## src/rtl/fft_input_stage_if.sv

```systemverilog
// Serial complex sample bus feeding the FFT input stage.
// Source drives one sample per qualified cycle; there is no backpressure.
interface fft_input_stage_if #(
  parameter int WIDTH = 9
);
  logic                    in_valid;
  logic                    in_sof;
  logic signed [WIDTH-1:0] in_re;
  logic signed [WIDTH-1:0] in_im;

  modport master (
    output in_valid,
    output in_sof,
    output in_re,
    output in_im
  );

  modport slave (
    input in_valid,
    input in_sof,
    input in_re,
    input in_im
  );
endinterface

```

## src/rtl/fft_input_stage.sv

```systemverilog
// First stage of a 32-point FFT: buffers x[0..15] and pairs each with x[k+16].
// Emits registered butterfly operands, twiddle address and commutator flags.
module fft_input_stage #(
  parameter int WIDTH = 9
) (
  input  logic                    clk,
  input  logic                    rst,
  fft_input_stage_if.slave        s,
  output logic                    out_valid,
  output logic signed [WIDTH-1:0] state1_inUI_re,
  output logic signed [WIDTH-1:0] state1_inUI_im,
  output logic signed [WIDTH-1:0] state1_inLI_re,
  output logic signed [WIDTH-1:0] state1_inLI_im,
  output logic [3:0]              rom_16_counter,
  output logic                    state1_com1_flag,
  output logic                    state2_com1_flag,
  output logic                    state2_com2_flag,
  output logic                    state3_com1_flag,
  output logic                    state3_com2_flag,
  output logic                    state3_com3_flag,
  output logic                    sof_err
);

  logic [4:0] idx;
  logic [4:0] cur_idx;
  logic [3:0] k;
  logic       accept;
  logic       second;

  logic signed [WIDTH-1:0] mem_re [16];
  logic signed [WIDTH-1:0] mem_im [16];

  // in_sof restarts the frame on the very sample that carries it
  assign accept  = s.in_valid;
  assign cur_idx = s.in_sof ? 5'd0 : idx;
  assign second  = cur_idx[4];
  assign k       = cur_idx[3:0];

  always_ff @(posedge clk) begin
    if (accept && !second) begin
      mem_re[k] <= s.in_re;
      mem_im[k] <= s.in_im;
    end
  end

  always_ff @(posedge clk or posedge rst) begin
    if (rst) begin
      idx              <= '0;
      out_valid        <= 1'b0;
      sof_err          <= 1'b0;
      state1_inUI_re   <= '0;
      state1_inUI_im   <= '0;
      state1_inLI_re   <= '0;
      state1_inLI_im   <= '0;
      rom_16_counter   <= '0;
      state1_com1_flag <= 1'b0;
      state2_com1_flag <= 1'b0;
      state2_com2_flag <= 1'b0;
      state3_com1_flag <= 1'b0;
      state3_com2_flag <= 1'b0;
      state3_com3_flag <= 1'b0;
    end else begin
      out_valid <= accept && second;
      sof_err   <= accept && s.in_sof && (idx != 5'd0);
      if (accept) begin
        idx <= cur_idx + 5'd1;
      end
      if (accept && second) begin
        state1_inUI_re   <= mem_re[k];
        state1_inUI_im   <= mem_im[k];
        state1_inLI_re   <= s.in_re;
        state1_inLI_im   <= s.in_im;
        rom_16_counter   <= k;
        state1_com1_flag <= 1'b1;
        state2_com1_flag <= k[3];
        state2_com2_flag <= ~k[3];
        state3_com1_flag <= k[2];
        state3_com2_flag <= k[3] ^ k[2];
        state3_com3_flag <= k[1];
      end
    end
  end

endmodule

```

## src/flat_wrapper.sv

```systemverilog
// flat-port wrapper written by rule: the top's interface ports become plain ports
module fft_input_stage_flat 
#(
  parameter int WIDTH = 9
)
  (clk, rst, out_valid, state1_inUI_re, state1_inUI_im, state1_inLI_re, state1_inLI_im, rom_16_counter, state1_com1_flag, state2_com1_flag, state2_com2_flag, state3_com1_flag, state3_com2_flag, state3_com3_flag, sof_err, s_in_valid, s_in_sof, s_in_re, s_in_im);
  fft_input_stage_if #(.WIDTH(WIDTH)) s_i ();
  input  logic clk;
  input  logic rst;
  output logic out_valid;
  output logic signed [WIDTH-1:0] state1_inUI_re;
  output logic signed [WIDTH-1:0] state1_inUI_im;
  output logic signed [WIDTH-1:0] state1_inLI_re;
  output logic signed [WIDTH-1:0] state1_inLI_im;
  output logic [3:0] rom_16_counter;
  output logic state1_com1_flag;
  output logic state2_com1_flag;
  output logic state2_com2_flag;
  output logic state3_com1_flag;
  output logic state3_com2_flag;
  output logic state3_com3_flag;
  output logic sof_err;
  input wire logic [$bits(s_i.in_valid)-1:0] s_in_valid;
  input wire logic [$bits(s_i.in_sof)-1:0] s_in_sof;
  input wire logic [$bits(s_i.in_re)-1:0] s_in_re;
  input wire logic [$bits(s_i.in_im)-1:0] s_in_im;
  assign s_i.in_valid = s_in_valid;
  assign s_i.in_sof = s_in_sof;
  assign s_i.in_re = s_in_re;
  assign s_i.in_im = s_in_im;
  fft_input_stage #(.WIDTH(WIDTH)) u_core (.clk(clk), .rst(rst), .s(s_i), .out_valid(out_valid), .state1_inUI_re(state1_inUI_re), .state1_inUI_im(state1_inUI_im), .state1_inLI_re(state1_inLI_re), .state1_inLI_im(state1_inLI_im), .rom_16_counter(rom_16_counter), .state1_com1_flag(state1_com1_flag), .state2_com1_flag(state2_com1_flag), .state2_com2_flag(state2_com2_flag), .state3_com1_flag(state3_com1_flag), .state3_com2_flag(state3_com2_flag), .state3_com3_flag(state3_com3_flag), .sof_err(sof_err));
endmodule
```

## config.mk

```make
export PLATFORM = sky130hd
export DESIGN_NAME = fft_input_stage_flat
export DESIGN_NICKNAME = d
export VERILOG_FILES = /design/src/rtl/fft_input_stage_if.sv /design/src/rtl/fft_input_stage.sv /design/src/flat_wrapper.sv
export SDC_FILE = /design/constraint.sdc
export NUM_CORES = 1
export LEC_CHECK = 0
export ABC_AREA = 1
export BUFFER_PORTS_ARGS = -buffer_cell sky130_fd_sc_hd__buf_4
export CAP_MARGIN = 15
export CORE_MARGIN = 3
export CORE_UTILIZATION = 30
export DETAILED_ROUTE_END_ITERATION = 12
export HOLD_SLACK_MARGIN = 0.12
export PLACE_DENSITY = 0.52
export SYNTH_ARGS = -nofsm -noshare
export SYNTH_HDL_FRONTEND = slang
export SYNTH_SLANG_ARGS = --single-unit
```

## constraint.sdc

```tcl
create_clock -name clk -period 3.5 [get_ports clk]
set_input_delay 0.175 -clock clk [delete_from_list [all_inputs] [get_ports clk]]
set_output_delay 0.175 -clock clk [all_outputs]
set_load 0.01 [all_outputs]
```

==> results of run 1 <==
## metrics by stage
step                      utilization  hold slack [ps]
after floorplan                     -            273.9
after global placement         0.3353            452.0
after detailed placement       0.3353            451.6
after CTS                      0.3665            453.0
after global routing           0.3665            495.7
final                          0.3665            444.2
## metal layers
metal / vias to the layer above / share of wire / wire length [um] / track usage
li1: 4678 / - / - / -
met4: 2 / 0.018 / 677 / 0.03692
met2: 234 / 0.48 / 18360 / 0.2584
met5: - / 0.00018 / 7 / 0
met3: 49 / 0.044 / 1685 / 0.02132
met1: 4710 / 0.46 / 17890 / 0.2121
## cell type report
class / instances / area share
clock inverter: 14 / 0.01069
tap: 600 / 0.04456
clock buffer: 50 / 0.06142
timing repair buffer: 126 / 0.06090
inverter: 38 / 0.008466
multi-input combinational: 929 / 0.2261
sequential: 338 / 0.5878
## power breakdown
group / leakage, uW / internal [uW] / total [uW] / switching [uW]
clock: 0.000597 / 2370 / 3920 / 1560
sequential: 0.00322 / 4550 / 4660 / 114
combinational: 0.00320 / 431 / 1130 / 700
total: 0.00701 / 7350 / 9720 / 2370
## cell usage after synthesis
master	number
xor2_1	1
buf_1	15
buf_2	35
a21oi_1	1
or2_2	19
buf_4	11
dfrtp_1	50
inv_2	2
o311ai_0	1
edfxtp_1	288
clkinv_1	2
o21a_1	1
o21ai_0	8
nor2_2	3
nand3_1	110
a31oi_1	1
nor3_1	7
inv_1	34
clkbuf_1	13
nand2_1	720
nor2_1	56
nor4_1	1
## sequential cells by signal, summed over array words and instances, names as in the netlist, 3 cells and up
signal	flops
u_core.idx	5
u_core.mem_im	144
u_core.mem_re	144
u_core.rom_16_counter	3
u_core.state1_inLI_im	9
u_core.state1_inLI_re	9
u_core.state1_inUI_im	9
u_core.state1_inUI_re	9
## how the worst max path moves through the flow
stage	to	slack, ps	cells past startpoint
2_1_floorplan	u_core.mem_im[0][0]$_DFFE_PP_	310	5
3_3_place_gp	u_core.mem_im[11][6]$_DFFE_PP_	1030	5
3_5_place_dp	u_core.mem_im[11][5]$_DFFE_PP_	1010	5
4_1_cts	u_core.mem_re[11][1]$_DFFE_PP_	1010	5
5_1_grt	u_core.mem_re[11][1]$_DFFE_PP_	850	5
6_report	u_core.mem_im[11][7]$_DFFE_PP_	990	5
## tightest hold or removal path, stage by stage
cell and delay, ps:
dlygate4sd3_1 530, buf_4 130, inv_2 680
## logic make-up after synthesis
family	after synthesis	synth area share
AND/OR/NAND/NOR	916	0.2579
flip-flops	338	0.7009
buffers and inverters	112	0.03579
AO/OA/AOI/OAI	12	0.004784
XOR/XNOR	1	0.0006202
==> flow_summary.ini, run 1 <==
[outcome]
status = finished, final reports clean

[synth]
syn_nets = 1401
netlist.area_leader.share = 0.6123
yosys_warnings = 0
yosysSeqAreaShare = 0.7009
syn_area_um2 = 14120
synthCells = 1379
synth_cell_types = 22
synth_seq_cells = 338
yosysTopAreaCell = edfxtp_1
syn_area_per_cell_um2 = 10.24
yosys-top-cells-area = edfxtp_1 (61%), nand2_1 (19%), dfrtp_1 (8.9%)

[critical_path]
critPathRequiredTime_ps = 3720
crit_slowest_cell = dfrtp_4
arrival_ps = 2730
crit_path_start_kind = flip-flop
reg2regPathDepth = 5
critical-path-max-stage-delay_ps = 730
cp_max_fo = 35
r2r_start = u_core.idx[0]$_DFFE_PP0P_
worstPathBufferInverterCount = 2
end_kind = flip-flop
cp_top_family = simple AND/OR/NAND/NOR gates
critPathLaunch = u_core.idx[0]$_DFFE_PP0P_
crit_chain = nand2_4 > nor2_2 > inv_1 > nor3_2 > buf_12
r2r-end = u_core.mem_im[11][7]$_DFFE_PP_
reg2reg_setup_slack_ps = 990
worstSetupPathType = flip-flop to flip-flop

[power]
leakage_uw = 0.007015
p_per_area_nw_per_um2 = 577.0
finalPower_uw = 9720
ir_drop_mv = 0.2641

[timing]
fin_ws_ps = 986.3
finalClockSkew_ps = 15.58
fmax_mhz = 397.8
drv_slew = 0
worst_pin_slew_ps = 1068
fin_crit_sh = 0.7182
rsz0062_at_grt = false
fin_crit_ps = 2514
setup_viol = 0
finalHoldViolCount = 0
tns_ps = 0
max-slew-margin-rel = 0.2882

[floorplanning]
die_height_um = 223.0
die_w_um = 223.0
initial_core_util = 0.3073
fp-row-count = 78
io_pins = 70
core_area_um2 = 45970
dieArea_um2 = 49720

[cells_and_area]
synthToLayoutAreaGrowth_pct = 19.29
layout_commonest_cell = nand2_1
regArea_um2 = 9903
drive_above_1_share = 0.1378
mostFrequentLayoutCells = nand2_1 (719), edfxtp_1 (288), nand3_1 (110)
final_cell_count_no_fill = 2095
multi_input_area_um2 = 3810
diodes = 0
stdcell_area_um2 = 16850
fill_cells = 4556
nets = 1491

[place]
dpl.hpwl_um = 21020
dpl_cell_area_um2 = 15410
place_ws_ps = 1012
numPortBuffers = 69
dpl.cell_count = 2009
finalWeightedCongestion = 0.8128

[global_routing]
grt_max_degree = 74
grt_pass1_wl_um = 59270
grt_antenna_before_repair = 1
grt_pass1_vias = 9616
gr-usage-all-layers = 0.1541
grt-ovfl-total = 0

[detailed_routing]
vias_per_cell = 4.617
via_count = 9673
drtAntennaViolNets = 0
avgRoutedWirePerCell_um = 18.43
firstDrtPassIters = 5
drt_iter0_markers = 730
drcViolationCount = 0
finalWirelength_um = 38610

[clock_network]
htree_levels = 2
clock_latency_ps = 520
clk_path_buf_depth = 3
clk_pin_slew_worst_paths_ps = 60
cts_sinks = 338
post_cts_buffers = 0
cts_buffers = 36
cts_tree = yes
cts_resized = 0
cts-root-buf = clkbuf_16
cts_hold_buffers = 22

[run]
cap_viol_max_count = 0

[hold_path]
hold_class = input port to async pin
Power figures use the tool's default switching activity.
==> run 2, diff against run 1 <==
--- a/config.mk
+++ b/config.mk
@@ -12,7 +12,7 @@
 export CORE_UTILIZATION = 30
 export DETAILED_ROUTE_END_ITERATION = 12
 export HOLD_SLACK_MARGIN = 0.12
-export PLACE_DENSITY = 0.52
+export PLACE_DENSITY = 0.53
 export SYNTH_ARGS = -nofsm -noshare
 export SYNTH_HDL_FRONTEND = slang
 export SYNTH_SLANG_ARGS = --single-unit
==> constraint.sdc (replaced) <==
create_clock -name clk -period 2.28 [get_ports clk]
set_input_delay 0.114 -clock clk [delete_from_list [all_inputs] [get_ports clk]]
set_output_delay 0.114 -clock clk [all_outputs]
set_load 0.01 [all_outputs]
==> run 2 against run 1 <==
Against the previous run:
- maximum frequency increased by 37%
- first-iteration DRC count increased by 15%
- sequential share of layout area is 0.77 points lower
- cell count rose by 0.81%
- register-to-register slack got worse by 540 ps
- critical path type unchanged
- die area unchanged
- global-route usage fell by 0.14 points
- core utilization is 0.48 points higher
- via count down 0.30%
- clock-buffer cell count rose by 6
- routed wire length shrank 1.2%
- sequential power is 53% higher
==> flow_summary.ini, run 2 (same netlist as run 1, synthesis figures left out) <==
[detailed_routing]
drtAntennaViolNets = 0
finalWirelength_um = 38140
vias_per_cell = 4.566
via_count = 9644
drt_iter0_markers = 838
drcViolationCount = 0
firstDrtPassIters = 5
avgRoutedWirePerCell_um = 18.06

[floorplanning]
io_pins = 70
die_height_um = 223.0
dieArea_um2 = 49720
initial_core_util = 0.3073
fp-row-count = 78
core_area_um2 = 45970
die_w_um = 223.0

[timing]
setup_viol = 0
max-slew-margin-rel = 0.5735
rsz0062_at_grt = false
fin_ws_ps = 445.4
drv_slew = 0
finalClockSkew_ps = 8.282
fin_crit_ps = 1835
fin_crit_sh = 0.8046
finalHoldViolCount = 0
tns_ps = 0
worst_pin_slew_ps = 638.8
fmax_mhz = 545.1

[clock_network]
cts_sinks = 338
cts_tree = yes
cts_hold_buffers = 21
clock_latency_ps = 530
cts_resized = 0
htree_levels = 2
clk_path_buf_depth = 3
clk_pin_slew_worst_paths_ps = 60
cts-root-buf = clkbuf_16
post_cts_buffers = 0
cts_buffers = 38

[critical_path]
worstSetupPathType = flip-flop to flip-flop
end_kind = flip-flop
crit_chain = inv_1 > nor2_1 > nor2_1 > inv_1 > nor3_2 > buf_4
crit_slowest_cell = dfrtp_1
arrival_ps = 2030
r2r_start = u_core.idx[4]$_DFFE_PP0P_
critPathLaunch = u_core.idx[4]$_DFFE_PP0P_
cp_max_fo = 18
critical-path-max-stage-delay_ps = 390
critPathRequiredTime_ps = 2480
crit_path_start_kind = flip-flop

[cells_and_area]
layout_commonest_cell = nand2_1
mostFrequentLayoutCells = nand2_1 (719), edfxtp_1 (288), nand3_1 (110)
reg_top3 = u_core.mem_im: 144 flops, u_core.mem_re: 144 flops
final_cell_count_no_fill = 2112
drive_above_1_share = 0.1406
synthToLayoutAreaGrowth_pct = 20.85
nets = 1504

[place]
numPortBuffers = 69
finalWeightedCongestion = 0.7783
dpl.hpwl_um = 22430
dpl.cell_count = 2021
place_ws_ps = 459.4

[global_routing]
gr-usage-all-layers = 0.1527
grt_max_degree = 82
grt_antenna_before_repair = 3
grt-ovfl-total = 0
grt_pass1_wl_um = 58910
grt_pass1_vias = 9598

[power]
leakage_uw = 0.007119
ir_drop_mv = 0.4739
p_per_area_nw_per_um2 = 864.6
finalPower_uw = 14760

[outcome]
status = finished, final reports clean

[run]
cap_viol_max_count = 0

[hold_path]
hold_class = input port to async pin
## run 2: cell count changes in the layout (fill, tap and decap cells not counted), sizes merged
cell         delta
diode           +4
bufinv          -3
clkinvlp        -1
clkbuf          +6
buf            +12
dlygate4sd3     -1
## run 2: final timing paths
path,end,slack [ps],cells past startpoint
worst max-delay path,u_core.mem_re[12][6]$_DFFE_PP_,450,6
worst max register to register,u_core.mem_re[12][6]$_DFFE_PP_,450,6
worst min register to register,u_core.state1_inLI_re[1]$_DFFE_PP0P_,470,2
min in group clk,u_core.idx[3]$_DFFE_PP0P_,450,3
worst min-delay path,u_core.state1_com1_flag$_DFFE_PP0P_,230,3
max in group asynchronous,u_core.state1_inUI_re[4]$_DFFE_PP0P_,1470,4
## run 2: metal layers
metal,vias up,routed length (um),share of wire,GRT usage
li1,4709,-,-,-
met1,4639,17840,0.47,0.2162
met2,236,17640,0.46,0.2426
met3,58,1786,0.047,0.02421
met4,2,859,0.023,0.04573
met5,-,13,0.00034,0
## run 2: worst max-delay path: cells and delay by family (launching register included)
kind / cells / cell delay [ps]
DFF: 1 / 390
buffers and inverters: 3 / 700
and+or+nand+nor: 3 / 400
## run 2: layout make-up
class,instances,area [um2]
Fill cell,4544,28900
Clock buffer,56,1080
Antenna cell,4,10.01
Inverter,38,142.6
Sequential cell,338,9901
Tap cell,600,750.7
Clock inverter,10,96.34
Timing Repair Buffer,137,1244
Multi-Input combinational cell,929,3844
## run 2: report_power, final
group          switching [uW]  internal, uW
combinational            1130           701
clock                    2400          3400
sequential                140          6990
## run 2: stage by stage
stage | cell area (um2) | utilization | hold slack (ps)
floorplan | 14160 | - | 212.9
global placement | 15670 | 0.3409 | 248.7
detailed placement | 15670 | 0.3409 | 260.5
CTS | 17060 | 0.3711 | 239.3
global route | 17060 | 0.3712 | 294.8
finish | 17070 | 0.3713 | 232.9
